$ cat config.mk
export PLATFORM = sky130hd
export DESIGN_NAME = instruction_fetch_unit_flat
export DESIGN_NICKNAME = d
export VERILOG_FILES = /design/src/rtl/instruction_fetch_unit_pkg.sv /design/src/rtl/instruction_fetch_unit_if.sv /design/src/rtl/instruction_fetch_unit_if_id_register.sv /design/src/rtl/instruction_fetch_unit.sv /design/src/flat_wrapper.sv
export SDC_FILE = /design/constraint.sdc
export NUM_CORES = 1
export LEC_CHECK = 0
export CORE_ASPECT_RATIO = 1.75
export CORE_MARGIN = 10
export CORE_UTILIZATION = 38
export DETAILED_ROUTE_END_ITERATION = 8
export MAX_ROUTING_LAYER = met4
export PLACE_DENSITY = 0.68
export SYNTH_ARGS = -nofsm -noshare
export SYNTH_HDL_FRONTEND = slang
export SYNTH_HIERARCHICAL = 1
export SYNTH_SLANG_ARGS = --single-unit
$ cat constraint.sdc
create_clock -name clk -period 4 [get_ports clk]
set_input_delay 0.6 -clock clk [delete_from_list [all_inputs] [get_ports clk]]
set_output_delay 0.6 -clock clk [all_outputs]
set_load 0.02 [all_outputs]
$ cat src/rtl/instruction_fetch_unit_pkg.sv
// Shared fetch-stage definitions: datapath width, reset/bubble constants and
// the IF/ID pipeline register layout.
package instruction_fetch_unit_pkg;

    localparam int                    DATA_WIDTH = 32;
    localparam logic [DATA_WIDTH-1:0] RESET_PC   = 32'h0040_0000;
    localparam logic [DATA_WIDTH-1:0] NOP_INSTR  = 32'h0000_0013;
    localparam logic [DATA_WIDTH-1:0] PC_STEP    = 32'd4;

    typedef struct packed {
        logic [DATA_WIDTH-1:0] pc;
        logic [DATA_WIDTH-1:0] pc_plus4;
        logic [DATA_WIDTH-1:0] instruction;
        logic                  valid;
    } if_id_t;

    // Contents of IF/ID after reset or a flush: an addi x0,x0,0 marked invalid.
    localparam if_id_t IF_ID_BUBBLE = '{pc: '0, pc_plus4: '0, instruction: NOP_INSTR, valid: 1'b0};

    function automatic logic [DATA_WIDTH-1:0] word_align(input logic [DATA_WIDTH-1:0] addr);
        return {addr[DATA_WIDTH-1:2], 2'b00};
    endfunction

endpackage

$ cat src/rtl/instruction_fetch_unit_if.sv
// Fetch-stage bus: control from hazard/branch logic, memory read path and the
// IF/ID outputs toward decode.
interface instruction_fetch_unit_if;
    import instruction_fetch_unit_pkg::*;

    // No valid/ready handshake: stall_i and redirect_i are sampled on every
    // rising edge, redirect_i wins over stall_i, and all outputs are registered.
    logic                  stall_i;
    logic                  redirect_i;
    logic [DATA_WIDTH-1:0] redirect_target_i;
    logic [DATA_WIDTH-1:0] instruction_i;
    logic [DATA_WIDTH-1:0] pc_o;
    logic [DATA_WIDTH-1:0] if_id_pc_o;
    logic [DATA_WIDTH-1:0] if_id_pc_plus4_o;
    logic [DATA_WIDTH-1:0] if_id_instruction_o;
    logic                  if_id_valid_o;
    logic                  misaligned_o;
    logic [DATA_WIDTH-1:0] fetch_count_o;

    modport master (
        output stall_i, redirect_i, redirect_target_i, instruction_i,
        input  pc_o, if_id_pc_o, if_id_pc_plus4_o, if_id_instruction_o,
               if_id_valid_o, misaligned_o, fetch_count_o
    );

    modport slave (
        input  stall_i, redirect_i, redirect_target_i, instruction_i,
        output pc_o, if_id_pc_o, if_id_pc_plus4_o, if_id_instruction_o,
               if_id_valid_o, misaligned_o, fetch_count_o
    );

endinterface

$ cat src/rtl/instruction_fetch_unit_if_id_register.sv
// IF/ID pipeline register with hold and flush; flush takes priority over hold.
module instruction_fetch_unit_if_id_register
    import instruction_fetch_unit_pkg::*;
(
    input  logic   clk,
    input  logic   reset,
    input  logic   hold,
    input  logic   flush,
    input  if_id_t d,
    output if_id_t q
);

    always_ff @(posedge clk) begin
        if (reset || flush) begin
            q <= IF_ID_BUBBLE;
        end else if (!hold) begin
            q <= d;
        end
    end

endmodule

$ cat src/rtl/instruction_fetch_unit.sv
// Fetch stage top: PC register with next-PC selection, fetch counter,
// misaligned-target pulse and the IF/ID register.
module instruction_fetch_unit
    import instruction_fetch_unit_pkg::*;
#(
    // Counter value loaded on reset; nonzero only to exercise counter wrap.
    parameter logic [DATA_WIDTH-1:0] COUNT_RESET = '0
) (
    input logic                      clk,
    input logic                      reset,
    instruction_fetch_unit_if.slave  bus
);

    logic [DATA_WIDTH-1:0] pc_q;
    logic [DATA_WIDTH-1:0] pc_plus4;
    logic [DATA_WIDTH-1:0] count_q;
    logic                  misaligned_q;
    if_id_t                if_id_d;
    if_id_t                if_id_q;

    assign pc_plus4 = pc_q + PC_STEP;

    always_ff @(posedge clk) begin
        if (reset) begin
            pc_q         <= RESET_PC;
            count_q      <= COUNT_RESET;
            misaligned_q <= 1'b0;
        end else if (bus.redirect_i) begin
            pc_q         <= word_align(bus.redirect_target_i);
            misaligned_q <= |bus.redirect_target_i[1:0];
        end else begin
            misaligned_q <= 1'b0;
            if (!bus.stall_i) begin
                pc_q    <= pc_plus4;
                count_q <= count_q + 1'b1;
            end
        end
    end

    assign if_id_d = '{pc: pc_q, pc_plus4: pc_plus4, instruction: bus.instruction_i, valid: 1'b1};

    instruction_fetch_unit_if_id_register u_if_id (
        .clk   (clk),
        .reset (reset),
        .hold  (bus.stall_i),
        .flush (bus.redirect_i),
        .d     (if_id_d),
        .q     (if_id_q)
    );

    assign bus.pc_o                = pc_q;
    assign bus.if_id_pc_o          = if_id_q.pc;
    assign bus.if_id_pc_plus4_o    = if_id_q.pc_plus4;
    assign bus.if_id_instruction_o = if_id_q.instruction;
    assign bus.if_id_valid_o       = if_id_q.valid;
    assign bus.misaligned_o        = misaligned_q;
    assign bus.fetch_count_o       = count_q;

endmodule
$ cat src/flat_wrapper.sv
// flat-port wrapper written by rule: the top's interface ports become plain ports
module instruction_fetch_unit_flat import instruction_fetch_unit_pkg::*;
#(
                                                                            
    parameter logic [DATA_WIDTH-1:0] COUNT_RESET = '0
)
  (clk, reset, bus_stall_i, bus_redirect_i, bus_redirect_target_i, bus_instruction_i, bus_pc_o, bus_if_id_pc_o, bus_if_id_pc_plus4_o, bus_if_id_instruction_o, bus_if_id_valid_o, bus_misaligned_o, bus_fetch_count_o);
  instruction_fetch_unit_if bus_i ();
  input logic clk;
  input logic reset;
  input wire logic [$bits(bus_i.stall_i)-1:0] bus_stall_i;
  input wire logic [$bits(bus_i.redirect_i)-1:0] bus_redirect_i;
  input wire logic [$bits(bus_i.redirect_target_i)-1:0] bus_redirect_target_i;
  input wire logic [$bits(bus_i.instruction_i)-1:0] bus_instruction_i;
  output wire logic [$bits(bus_i.pc_o)-1:0] bus_pc_o;
  output wire logic [$bits(bus_i.if_id_pc_o)-1:0] bus_if_id_pc_o;
  output wire logic [$bits(bus_i.if_id_pc_plus4_o)-1:0] bus_if_id_pc_plus4_o;
  output wire logic [$bits(bus_i.if_id_instruction_o)-1:0] bus_if_id_instruction_o;
  output wire logic [$bits(bus_i.if_id_valid_o)-1:0] bus_if_id_valid_o;
  output wire logic [$bits(bus_i.misaligned_o)-1:0] bus_misaligned_o;
  output wire logic [$bits(bus_i.fetch_count_o)-1:0] bus_fetch_count_o;
  assign bus_i.stall_i = bus_stall_i;
  assign bus_i.redirect_i = bus_redirect_i;
  assign bus_i.redirect_target_i = bus_redirect_target_i;
  assign bus_i.instruction_i = bus_instruction_i;
  assign bus_pc_o = bus_i.pc_o;
  assign bus_if_id_pc_o = bus_i.if_id_pc_o;
  assign bus_if_id_pc_plus4_o = bus_i.if_id_pc_plus4_o;
  assign bus_if_id_instruction_o = bus_i.if_id_instruction_o;
  assign bus_if_id_valid_o = bus_i.if_id_valid_o;
  assign bus_misaligned_o = bus_i.misaligned_o;
  assign bus_fetch_count_o = bus_i.fetch_count_o;
  instruction_fetch_unit #(.COUNT_RESET(COUNT_RESET)) u_core (.clk(clk), .reset(reset), .bus(bus_i));
endmodule
* After elaboration in Yosys (flattened, before gate mapping)
Cells that the tools add are included.
** Operators by class
- Add/subtract/negate cells :: 2
- Eq/ne operators :: 1
- Muxes and demuxes :: 2
- Bitwise gates (word level) :: 2
- Reductions and logical operators :: 5
** Operators with widths (count)
- $mux W32 :: 2
- $add A32 B1 Y32 const B :: 1
- $add A32 B3 Y32 const B :: 1
- $reduce_or A2 Y1 :: 3
- $ne A2 B1 Y1 const B :: 1
- $not A1 Y1 :: 2
- $reduce_and A2 Y1 :: 1
- $logic_or A1 B1 Y1 :: 1
** Storage, ports and cells
- Register bits :: 162
- Input bits :: 68
- Output and inout bits :: 162

* Logic depth before layout (Yosys ltp)
- Depth in word-level cells :: 3
- Mapped depth :: 9
- Mapped depth without buffers :: 7

* By module
The synthesis kept the hierarchy.
** Modules (own cells, without submodules)
- instruction_fetch_unit :: times used 1, cells each 478, area each 3778.6 sq um, sequential area each 1261.2 sq um
- instruction_fetch_unit_if_id_register :: times used 1, cells each 315, area each 3478.3 sq um, sequential area each 1941.9 sq um

* Worst setup path before layout
OpenSTA, ideal clock, no wires.
- Kind :: reg-to-reg
- Start point :: register u_core.pc_q[2], in the netlist u_core/bus.pc_o[2]
- End point :: register u_core/u_if_id/q[59] (netlist bit)
- Setup time :: 0.114 ns
- Arrival :: 2.264 ns
- Slack :: 1.621 ns
- Cell stages (with the launch flop) :: 9
- Clock period less this slack :: 2.379 ns
- Path through :: dfxtp_1 -> ha_1 -> nand4_1 -> clkbuf_1 -> nor4_1 -> nand4_1 -> xnor2_1 -> mux2i_1 -> nor2_1
** Between the ends
- Word-level cells in the longest chain between the ends :: 1
** RTL lines
- from (decl) :: RTL line instruction_fetch_unit.sv:14 : logic [DATA_WIDTH-1:0] pc_q;
- from (signal assigned) :: RTL line instruction_fetch_unit.sv:29 : pc_q <= word_align(bus.redirect_target_i);
- from (signal assigned) :: RTL line instruction_fetch_unit.sv:34 : pc_q <= pc_plus4;
- $add A32 B3 Y32 :: RTL line instruction_fetch_unit.sv:21 : assign pc_plus4 = pc_q + PC_STEP;
- named net u_core.pc_plus4[26] :: RTL line instruction_fetch_unit.sv:15 : logic [DATA_WIDTH-1:0] pc_plus4;
- to (signal assigned) :: RTL line instruction_fetch_unit_if_id_register.sv:15 : q <= IF_ID_BUBBLE;
- to (signal assigned) :: RTL line instruction_fetch_unit_if_id_register.sv:17 : q <= d;
- to (decl) :: RTL line instruction_fetch_unit_if_id_register.sv:10 : output if_id_t q
The timed path passes the listed nets, and every way through them passes these cells.
A chain may end at the register's enable or synchronous reset.

* Final worst setup path
- Start point :: register u_core.pc_q[2], in the netlist u_core/bus.pc_o[2]
- End point :: register u_core.pc_q[30], in the netlist u_core/bus.pc_o[30]
** Between the ends
- Word-level cells in the longest chain between the ends :: 3
** RTL lines
- $add A32 B3 Y32 :: RTL line instruction_fetch_unit.sv:21
- $mux W32 :: RTL line instruction_fetch_unit.sv:33 : if (!bus.stall_i) begin
- $mux W32 :: RTL line instruction_fetch_unit.sv:28 : end else if (bus.redirect_i) begin
No other way between the ends. The select of a mux whose other input is x is not followed.

==> reports/summary.log <==
qor: route.num_vias 6428
qor: synth.synth.ff_latch_count 160
qor: global_routing.grt_pass1_vias 6159
qor: clock_network.worst_skew_pair.late_latency 0.42 ns
qor: placement.hpwlAfterDp 16700 microns
qor: sta.fin_tns_setup 0 ns
qor: global_routing.grt-ovfl-total 0
qor: layout.finalCoreUtilization 54.7%
qor: synth.postSynthCellCount 793
qor: global_routing.grt_start_max_net_pins 83
qor: floorplan.die_h 203 microns
qor: worst_hold_path.hold_path_class register to register
qor: sta.final_max_slew_viol_count 0
qor: sta.final.period_utilization 65.9%
qor: clock_network.cts_hold_repair.buffers 0
qor: power_and_ir_drop.max-vdd-ir-drop 0.236 mV
qor: synth.synth.cell_area 7260 sq um
qor: synth.yosys.cell_types.count 44
qor: route.drt-wirelength-per-cell 18.3 microns
qor: clock_network.clock_tree_from_tritoncts yes
qor: run.max_cap_viol_count 0
qor: status.status finished, final reports clean
qor: worst_setup_path.critical_path_class register to register
qor: sta.fmaxAchievable 379 MHz
qor: synth.synth.avg_cell_area 9.15 sq um
qor: worst_setup_path.path_cells buf_4 -> ha_1 -> nand4_1 -> nor4_2 -> a311oi_1 -> a2111oi_0
qor: route.routed_via_density 5.13
qor: synth.synthesis.yosys.warnings 6
qor: worst_setup_path.crit_required 4.30 ns
qor: power_and_ir_drop.power_per_cell_area 363 nW/um^2
qor: worst_setup_path.arrival_time_at_the_worst_endpoint 2.93 ns
qor: sta.finalWorstSetupSlack 1.36 ns
qor: floorplan.die_width 124 microns
qor: sta.max_slew_margin 41.7%
qor: placement.placement.io_buffers 227
qor: placement.globalplace.congestion 0.847
qor: synth.synth_async_sr_flop_share 0%
qor: worst_setup_path.slowest_stage nor4_2
qor: worst_setup_path.max_stage_delay 0.85 ns
qor: floorplan.placement_row_count 66
qor: worst_setup_path.timing.critical_path.from_type register
qor: clock_network.cts_inserted_buffers 17
qor: floorplan.initial_utilization 38.9%
qor: route.routed_antenna_nets 0
qor: route.drt_drc_violations_left 0
qor: power_and_ir_drop.p_leak 3.81 nW
qor: sta.grt_setup_unrepaired false
qor: worst_setup_path.crit_fanout 11
qor: worst_setup_path.worstSetupEndpointType register
qor: placement.dp_slack 1.36 ns
qor: layout.finalNonFillerCells 1254
qor: clock_network.clkSlewWorstSetupHoldPaths 0.06 ns
qor: synth.synth_enable_flop_cells 0
qor: clock_network.cts.repair.resized 0
qor: sta.timing.final.crit_period 2.64 ns
qor: route.first_iter_violations 340
qor: layout.flow.area_growth_from_synthesis 40.6%
qor: floorplan.die_area 25200 sq um
qor: clock_network.cts.sinks 160
qor: global_routing.grt_pass1_wl 35400 microns
qor: clock_network.root_buffer clkbuf_16
qor: floorplan.placeableCoreArea 18700 sq um
qor: global_routing.globalRouteTotalUtil 17.8%
qor: synth.ys_seq_area_share 44.1%
qor: floorplan.ports 230
qor: layout.layout-drive-gt1-share 7.32%
qor: clock_network.ctsLongestPathBuffers 2
qor: sta.timing.final.hold_violations 0
qor: clock_network.cts-htree-levels 4
qor: layout.fillerInstances 1741
qor: sta.max_slew.worst_pin.slew 0.875 ns
qor: route.drt_first_pass_iters 5
qor: clock_network.post_cts.repair.setup_buffers 0
qor: sta.setup_viol 0
qor: synth.synth-main-ff-cell dfxtp_1
qor: sta.worst_clock_skew 0.00763 ns
qor: layout.finalNetCount 1070
qor: placement.placedCellCount 1219
qor: global_routing.grt_antenna_before_repair 5
qor: route.drt-total-wl 22900 microns
## state kept, by name, indices dropped and copies added, names as in the netlist
register / flops
u_core/bus.pc_o: 30
u_core/bus.misaligned_o: 1
u_core/bus.fetch_count_o: 32
u_core/u_if_id/q: 97
## metrics by stage
stage / instance area [sq um] / total power [mW] / hold WS, ns
2_1_floorplan: 7280 / 1.99 / 0.566
3_3_place_gp: 9650 / 2.20 / 0.455
3_5_place_dp: 9650 / 2.21 / 0.467
4_1_cts: 10200 / 3.75 / 0.483
5_1_grt: 10200 / 3.85 / 0.512
6_report: 10200 / 3.70 / 0.478
## final timing paths
kind	start	to	slack [ns]	depth (start not counted)
min reg2reg	u_core/u_if_id/q[2]	u_core/u_if_id/q[2]	0.48	2
min	u_core/u_if_id/q[2]	u_core/u_if_id/q[2]	0.48	2
max	u_core/bus.pc_o[2]	u_core/bus.pc_o[30]	1.36	6
max reg2reg	u_core/bus.pc_o[2]	u_core/bus.pc_o[30]	1.36	6
## cell type report
cell class | instances | area [sq um] | share of cell area (%)
multi-input combinational | 568 | 3710 | 36.4
sequential | 160 | 3200 | 31.4
timing repair buffer | 241 | 2390 | 23.4
clock buffer | 20 | 457 | 4.48
tap | 238 | 298 | 2.92
clock inverter | 10 | 88.8 | 0.871
inverter | 12 | 45.0 | 0.441
antenna | 5 | 12.5 | 0.123
## Yosys cell counts, types with 15 or more instances
master	count	area [sq um]
xnor2_1	33	289
nand3_1	24	120
clkbuf_1	26	97.6
mux2i_1	98	981
nand4_1	20	125
nand2_1	39	146
dfxtp_1	160	3200
mux2_2	16	180
nor2_1	144	541
nor3_1	21	105
xor2_1	16	140
nor2b_1	15	93.8
## power by group
part | switching, mW | internal (mW)
sequential | 0.0623 | 1.64
combinational | 0.235 | 0.231
clock | 0.652 | 0.879
## cells in the final DEF (no fill, tap or decap), types with 2 or more instances in the layout
master,instances
and3_1,6
nand4_1,20
diode_2,5
nor2_2,10
or3_1,12
mux2_2,16
a311oi_1,14
nor4_1,9
a211oi_1,11
o31ai_1,7
and2_1,3
nand2_1,39
a21oi_1,14
ha_1,2
nand3_1,24
nor3_1,21
nor3b_1,2
or4_1,8
clkinvlp_4,4
dfxtp_1,160
nor2_1,144
buf_4,13
clkinv_2,4
clkbuf_16,17
inv_1,11
a2111oi_0,3
mux2i_1,98
nor2b_1,15
xnor2_1,33
clkdlybuf4s50_1,225
conb_1,7
xor2_1,16
clkbuf_8,2
and4_1,11
o21ai_0,13
## layer usage
layer	track usage [%]	vias up	share of wire (%)
li1	-	3170	-
met1	19.3	3010	41
met2	30.4	221	53
met3	4.02	27	4.7
met4	8.15	0	1.6
met5	-	-	0
## worst max-delay path, delay by kind of cell, from the launching register on
kind | cells | cell delay (ns)
flip-flops | 1 | 0.31
adder cells (fa/ha/maj) | 1 | 0.22
AND/OR/NAND/NOR | 2 | 1.24
AO/OA/AOI/OAI | 2 | 0.58
buffers and inverters | 1 | 0.16
## cell families after synthesis
logic type | after synthesis | share of synthesized area [%]
other cells | 2 | 0.103
mux | 114 | 16.0
buf+inv | 70 | 4.98
compound gates | 65 | 6.10
fa+ha+maj | 2 | 0.345
xor+xnor | 49 | 5.91
simple gates | 331 | 22.4
flops | 160 | 44.1
Power figures use the tool's default switching activity.
